<file path="config.mk">
export PLATFORM = sky130hd
export DESIGN_NAME = mc_ctrl
export DESIGN_NICKNAME = d
export VERILOG_FILES = /design/src/rtl/mc_pkg.sv /design/src/rtl/mc_decode.sv /design/src/rtl/mc_ctrl.sv
export SDC_FILE = /design/constraint.sdc
export NUM_CORES = 1
export LEC_CHECK = 0
export BUFFER_PORTS_ARGS = -buffer_cell sky130_fd_sc_hd__buf_2
export CAP_MARGIN = 20
export CORE_MARGIN = 2
export CORE_UTILIZATION = 53
export CTS_CLUSTER_DIAMETER = 50
export CTS_CLUSTER_SIZE = 8
export DETAILED_ROUTE_END_ITERATION = 16
export GPL_TIMING_DRIVEN = 0
export PLACE_DENSITY = 0.82
export SYNTH_ARGS = -nofsm -noshare
export SYNTH_HDL_FRONTEND = slang
export SYNTH_SLANG_ARGS = --single-unit
</file>
<file path="constraint.sdc">
create_clock -name clk -period 2.6 [get_ports clk]
set_input_delay 0.13 -clock clk [delete_from_list [all_inputs] [get_ports clk]]
set_output_delay 0.13 -clock clk [all_outputs]
set_load 0.1 [all_outputs]
</file>
<file path="src/rtl/mc_pkg.sv">
// Shared definitions for the multicycle control unit: opcodes, FSM states,
// ALU operation encodings, decoded control bundle and the imm6 sign extender.
package mc_pkg;

  localparam logic [3:0] OP_ADD  = 4'h0;
  localparam logic [3:0] OP_SUB  = 4'h1;
  localparam logic [3:0] OP_AND  = 4'h2;
  localparam logic [3:0] OP_OR   = 4'h3;
  localparam logic [3:0] OP_ADDI = 4'h4;
  localparam logic [3:0] OP_LW   = 4'h5;
  localparam logic [3:0] OP_SW   = 4'h6;
  localparam logic [3:0] OP_BEQ  = 4'h7;
  localparam logic [3:0] OP_J    = 4'h8;
  localparam logic [3:0] OP_HALT = 4'hF;

  typedef enum logic [2:0] {
    S_FETCH  = 3'd0,
    S_DECODE = 3'd1,
    S_EXEC   = 3'd2,
    S_MEM    = 3'd3,
    S_WB     = 3'd4,
    S_HALT   = 3'd5
  } state_t;

  typedef enum logic [1:0] {
    ALU_ADD = 2'b00,
    ALU_SUB = 2'b01,
    ALU_AND = 2'b10,
    ALU_OR  = 2'b11
  } aluop_t;

  // Per-opcode control class produced by mc_decode.
  typedef struct packed {
    aluop_t aluop;
    logic   alusrc;
    logic   rtype;
    logic   mem;
    logic   mem_we;
    logic   memtoreg;
    logic   branch;
    logic   jump;
    logic   halt;
    logic   illegal;
  } ctrl_t;

  function automatic logic [15:0] sext_imm6(input logic [5:0] imm);
    return {{10{imm[5]}}, imm};
  endfunction

endpackage

</file>
<file path="src/rtl/mc_decode.sv">
// Combinational opcode-to-control decoder for the multicycle control unit.
module mc_decode
  import mc_pkg::*;
(
  input  logic [3:0] opcode,
  output ctrl_t      ctrl
);

  always_comb begin
    ctrl = '0;
    case (opcode)
      OP_ADD, OP_SUB, OP_AND, OP_OR: begin
        // R-type ops map their low opcode bits straight onto the ALU encoding.
        ctrl.aluop = aluop_t'(opcode[1:0]);
        ctrl.rtype = 1'b1;
      end
      OP_ADDI: begin
        ctrl.aluop  = ALU_ADD;
        ctrl.alusrc = 1'b1;
      end
      OP_LW: begin
        ctrl.aluop    = ALU_ADD;
        ctrl.alusrc   = 1'b1;
        ctrl.mem      = 1'b1;
        ctrl.memtoreg = 1'b1;
      end
      OP_SW: begin
        ctrl.aluop  = ALU_ADD;
        ctrl.alusrc = 1'b1;
        ctrl.mem    = 1'b1;
        ctrl.mem_we = 1'b1;
      end
      OP_BEQ: begin
        ctrl.aluop  = ALU_SUB;
        ctrl.branch = 1'b1;
      end
      OP_J:    ctrl.jump = 1'b1;
      OP_HALT: ctrl.halt = 1'b1;
      default: ctrl.illegal = 1'b1;
    endcase
  end

endmodule

</file>
<file path="src/rtl/mc_ctrl.sv">
// Multicycle control unit: PC, IR and the FETCH/DECODE/EXEC/MEM/WB sequencer
// driving the register file, ALU and data memory.
module mc_ctrl
  import mc_pkg::*;
#(
  parameter int              PC_W     = 8,
  parameter logic [PC_W-1:0] RESET_PC = '0
) (
  input  logic            clk,
  input  logic            rst,
  // Fetch port: imem_req stays high until imem_ack is sampled; acks seen
  // while not requesting are ignored. The data port follows the same rule.
  output logic [PC_W-1:0] imem_addr,
  output logic            imem_req,
  input  logic            imem_ack,
  input  logic [15:0]     imem_rdata,
  output logic [2:0]      ra1,
  output logic [2:0]      ra2,
  output logic [2:0]      wa,
  output logic            regwrite,
  output logic            memtoreg,
  output logic            alusrc,
  output logic [1:0]      aluop,
  input  logic            alu_zero,
  output logic            dmem_req,
  output logic            dmem_we,
  input  logic            dmem_ack,
  output logic            halted,
  output logic            illegal,
  output logic [2:0]      fsm_state
);

  state_t          state;
  logic [PC_W-1:0] pc;
  logic [15:0]     ir;
  aluop_t          aluop_q;
  logic            alusrc_q;
  logic            memtoreg_q;
  ctrl_t           ctrl;

  mc_decode u_decode (
    .opcode (ir[15:12]),
    .ctrl   (ctrl)
  );

  always_ff @(posedge clk or posedge rst) begin
    if (rst) begin
      state      <= S_FETCH;
      pc         <= RESET_PC;
      ir         <= '0;
      aluop_q    <= ALU_ADD;
      alusrc_q   <= 1'b0;
      memtoreg_q <= 1'b0;
    end else begin
      case (state)
        S_FETCH: begin
          if (imem_ack) begin
            ir    <= imem_rdata;
            pc    <= pc + PC_W'(1);
            state <= S_DECODE;
          end
        end
        S_DECODE: begin
          if (ctrl.illegal) begin
            state <= S_FETCH;
          end else if (ctrl.halt) begin
            state <= S_HALT;
          end else if (ctrl.jump) begin
            pc    <= PC_W'(ir[7:0]);
            state <= S_FETCH;
          end else begin
            // ALU controls are loaded here so they are valid throughout EXEC
            // and stay stable until the write-back completes.
            aluop_q  <= ctrl.aluop;
            alusrc_q <= ctrl.alusrc;
            state    <= S_EXEC;
          end
        end
        S_EXEC: begin
          if (ctrl.branch) begin
            // PC already points past the branch, so the offset is added to PC+1.
            if (alu_zero) pc <= pc + PC_W'(sext_imm6(ir[5:0]));
            state <= S_FETCH;
          end else if (ctrl.mem) begin
            state <= S_MEM;
          end else begin
            state <= S_WB;
          end
        end
        S_MEM: begin
          if (dmem_ack) begin
            if (ctrl.mem_we) begin
              state <= S_FETCH;
            end else begin
              memtoreg_q <= ctrl.memtoreg;
              state      <= S_WB;
            end
          end
        end
        S_WB: begin
          memtoreg_q <= 1'b0;
          state      <= S_FETCH;
        end
        S_HALT:  state <= S_HALT;
        default: state <= S_FETCH;
      endcase
    end
  end

  // Reset parks the FSM in FETCH; masking with rst keeps the request low
  // until reset is released.
  assign imem_req  = (state == S_FETCH) && !rst;
  assign imem_addr = pc;

  assign ra1 = ir[8:6];
  assign ra2 = ctrl.rtype ? ir[5:3] : ir[11:9];
  assign wa  = ir[11:9];

  assign regwrite  = (state == S_WB);
  assign memtoreg  = memtoreg_q;
  assign alusrc    = alusrc_q;
  assign aluop     = aluop_q;
  assign dmem_req  = (state == S_MEM);
  assign dmem_we   = (state == S_MEM) && ctrl.mem_we;
  assign halted    = (state == S_HALT);
  assign illegal   = (state == S_DECODE) && ctrl.illegal;
  assign fsm_state = state;

endmodule
</file>
==> metrics.sh <==
RUN_STATUS='finished clean'
TIMING.CRITICAL_PATH.TO_TYPE='flip-flop'
REGTOREGSETUPSLACK_PS=90
MULTI_INPUT_LOGIC_AREA_UM2=1192
REQUIRED_PS=2790
GR-TOTAL-OVERFLOW=0
INITIAL_UTILIZATION=0.5516
RR_STARTPOINT='fsm_state[1]$_DFFE_PP0P_'
POST_SYNTH_INST_COUNT=212
GLOBAL_ROUTE_WIRE_LENGTH_BEFORE_REPAIR_UM=8321
TNS_SETUP_PS=0
VIAS=1814
VIAS_IN_THE_FIRST_GLOBAL_ROUTE=1815
LARGEST_NET_DEGREE_AT_THE_START_OF_GLOBAL_ROUTING=23
SETUP_VIOL_COUNT_FINAL=0
PLACE.GP.CONGESTION=0.8618
REGAREA_UM2=784.5
YOSYSTOPAREACELL='dfrtp_1'
GRT_USAGE=0.2506
WIRELENGTH_UM=5037
SYNTH-SEQ-AREA-SHARE=0.3813
CORE.ROWCOUNT=22
ACHIEVABLE-FREQUENCY_MHz=398.9
ASYNC_FLOP_SHARE=1.000
CTS-BUFFERS-INSERTED=5
FIN_CRIT_SH=0.9641
FIN_MAX_SLEW_VIOS=0
VIAS_PER_CELL=5.651
IOS=51
FLOORPLAN.DIE.WIDTH_UM=65.96
POST_SYNTHESIS_INSTANCE_AREA_UM2=2034
TIMING.RR.END='imem_addr[6]$_DFFE_PP0P_'
ANTENNA_VIOLATING_NETS_POST_ROUTE=0
POST-ROUTE-UTIL=0.7052
SYNTHESIS.NETS=241
WORSTPATHARRIVAL_PS=2690
MAX_CAP_VIOL_COUNT=0
INSERTION_DELAY_PS=300
FF2FF_PATH_DEPTH=11
HOLD_END='ir[13]$_DFFE_PP0P_'
CLK_ROOT_BUFFER_CELL='clkbuf_8'
TIMING.HOLD.WORST_PATH_DEPTH=3
FINAL_NET_COUNT=301
DRT_FIRST_ITER_VIOLATIONS=58
SYNTH_SEQ_CELLS=31
FINCLKSKEW_PS=9.909
MAX-CLOCK-PATH-BUFFERS=2
SYNTH.AREA.TOP_CELLS='dfrtp_1 38%, mux2_2 11%, ha_1 4.3%'
CTS.CLK_SLEW.WORST_PATHS_PS=80
YS_WARN_COUNT=0
HOLDCRITPATHCLASS='input port to flip-flop'
SYNTH_EDF_COUNT=0
YOSYS.CELL_COUNT.TOP_TYPE='dfrtp_1'
LAYOUT-DRIVE-GT1-SHARE=0.4176
CRITICAL_PATH.STARTPOINT_TYPE='flip-flop'
HOLD_PATH_STARTPOINT='imem_rdata[13]'
FIRSTDRTPASSITERS=4
YOSYS-TOP-CELLS-COUNT='31 x dfrtp_1, 20 x mux2_2, 17 x o21ai_0'
ANTENNA_FOUND_INITIAL=0
POST-DP-HPWL_UM=3574
AREAGROWTHSYNTHTOFINISH_PCT=27.86
AVGROUTEDWIREPERCELL_UM=15.69
DRC=0
IO_BUFFERS=50
DIE-AREA_UM2=4350
DP_CELLS=311
MAXSLEWHEADROOM=0.5246
FINAL_HOLD_VIOL_COUNT=0
NETLIST.AREA_LEADER.SHARE=0.3813
AVGSYNTHCELLAREA_UM2=9.596
N_ANTENNA_CELL=0
CTS_TREE='done'
DIE_H_UM=65.96
SYNTH.LIB_CELLS_USED.DISTINCT=48
FINALNONFILLERCELLS=321
FP.COREAREA_UM2=3689
WORST-SLEW-PIN-TRANSITION_PS=710.2
TIMING.SETUP.CRITICAL_PATH_CLASS='flip-flop to flip-flop'
PERIOD_NEEDED_PS=2507
CLOCK_SINKS=31
HTREE_NUM_LEVELS=2
CRITICAL_PATH_PEAK_FANOUT=10
POSTSYNTH.TOPFLOPCELL='dfrtp_1'
N_FILL_CELL=304
==> per-stage QoR <==
stage                     setup WS [ps]  cell area (µm²)  hold WS, ps
after floorplan                   16.17             2096        233.5
after global placement           -17.37             2406        339.1
after detailed placement         -74.91             2434        196.9
after CTS                        -7.008             2555        45.73
after global routing             -7.279             2601        67.18
final                             93.40             2601        49.04
==> critical path, cell delays in order, from the launching register on <==
cell and delay (ps):
dfrtp_4 500, buf_6 160, buf_4 180, nand3b_1 90, ha_2 190, inv_1 60, fa_2 350, nor2b_2 160
o21a_1 160, o21a_1 150, o211ai_1 120, mux2_2 280
==> routing by layer <==
metal	vias to the layer above	share of wire	wire, µm	track usage
met2	56	0.48	2393	0.4306
li1	885	-	-	-
met3	8	0.053	269	0.05451
met1	865	0.46	2306	0.3195
met4	0	0.014	68	0.06633
met5	-	0	0	0
==> logic make-up (layout without fill, tap and decap cells) <==
logic type                 Yosys count  after routing  share of synthesized area
and+or+nand+nor                     64             64                     0.1771
muxes                               24             24                     0.1310
DFF                                 31             31                     0.3813
buffers and inverters               29             90                    0.07441
adders and majority gates            8              8                    0.05289
AOI/OAI and AO/OA                   53             53                     0.1704
xor gates and xnor gates             3              3                    0.01292
==> state kept, by name (all words and copies together) (netlist names) <==
| name | count |
|---|---|
| imem_addr | 8 |
| alusrc | 1 |
| fsm_state | 3 |
| aluop | 2 |
| ir | 16 |
| memtoreg | 1 |
==> placed cells by master, fill, tap and decap left out, types with 3 or more instances in the layout <==
cell / instances
a21oi_1: 7
mux2_2: 20
o21ai_0: 16
inv_1: 10
a31oi_1: 3
nor3_1: 7
mux2i_1: 3
buf_2: 55
ha_1: 4
dfrtp_1: 28
and3_1: 5
buf_4: 10
nor3_4: 3
xnor2_1: 3
nor2_1: 11
o21a_1: 4
nand3_1: 3
clkbuf_8: 7
nand2_1: 13
nand2b_1: 4
o31ai_1: 3
==> repair_timing <==
action,CTS,global route
buffers inserted,0,1
hold endpoints to repair,9,0
resized for setup,3,13
setup endpoints to repair,3,5
hold buffers,1,0
pin swaps,0,1
==> how the worst max path moves through the flow <==
stage,from,to,slack [ps],depth (start not counted)
floorplan,fsm_state[0]$_DFFE_PP0P_,imem_addr[6]$_DFFE_PP0P_,20,11
global placement,fsm_state[1]$_DFFE_PP0P_,imem_addr[6]$_DFFE_PP0P_,-20,11
detailed placement,fsm_state[1]$_DFFE_PP0P_,imem_addr[6]$_DFFE_PP0P_,-70,11
CTS,fsm_state[1]$_DFFE_PP0P_,imem_addr[6]$_DFFE_PP0P_,-7,11
global route,fsm_state[0]$_DFFE_PP0P_,imem_addr[6]$_DFFE_PP0P_,-7,12
finish,fsm_state[1]$_DFFE_PP0P_,imem_addr[6]$_DFFE_PP0P_,90,11
==> final cells by class <==
| class | instances | area share |
|---|---|---|
| plain buffers | 19 | 0.04906 |
| clock buffers | 7 | 0.03704 |
| clock inverters | 1 | 0.002886 |
| inverters | 10 | 0.01443 |
| multi-input cells | 152 | 0.4584 |
| flip-flops and latches | 31 | 0.3016 |
| well taps | 48 | 0.02309 |
| repair buffers | 53 | 0.1135 |
Power is left out: the tool's default activity adds up to more than one toggle a clock period on the data nets, which glitch-free logic cannot reach.
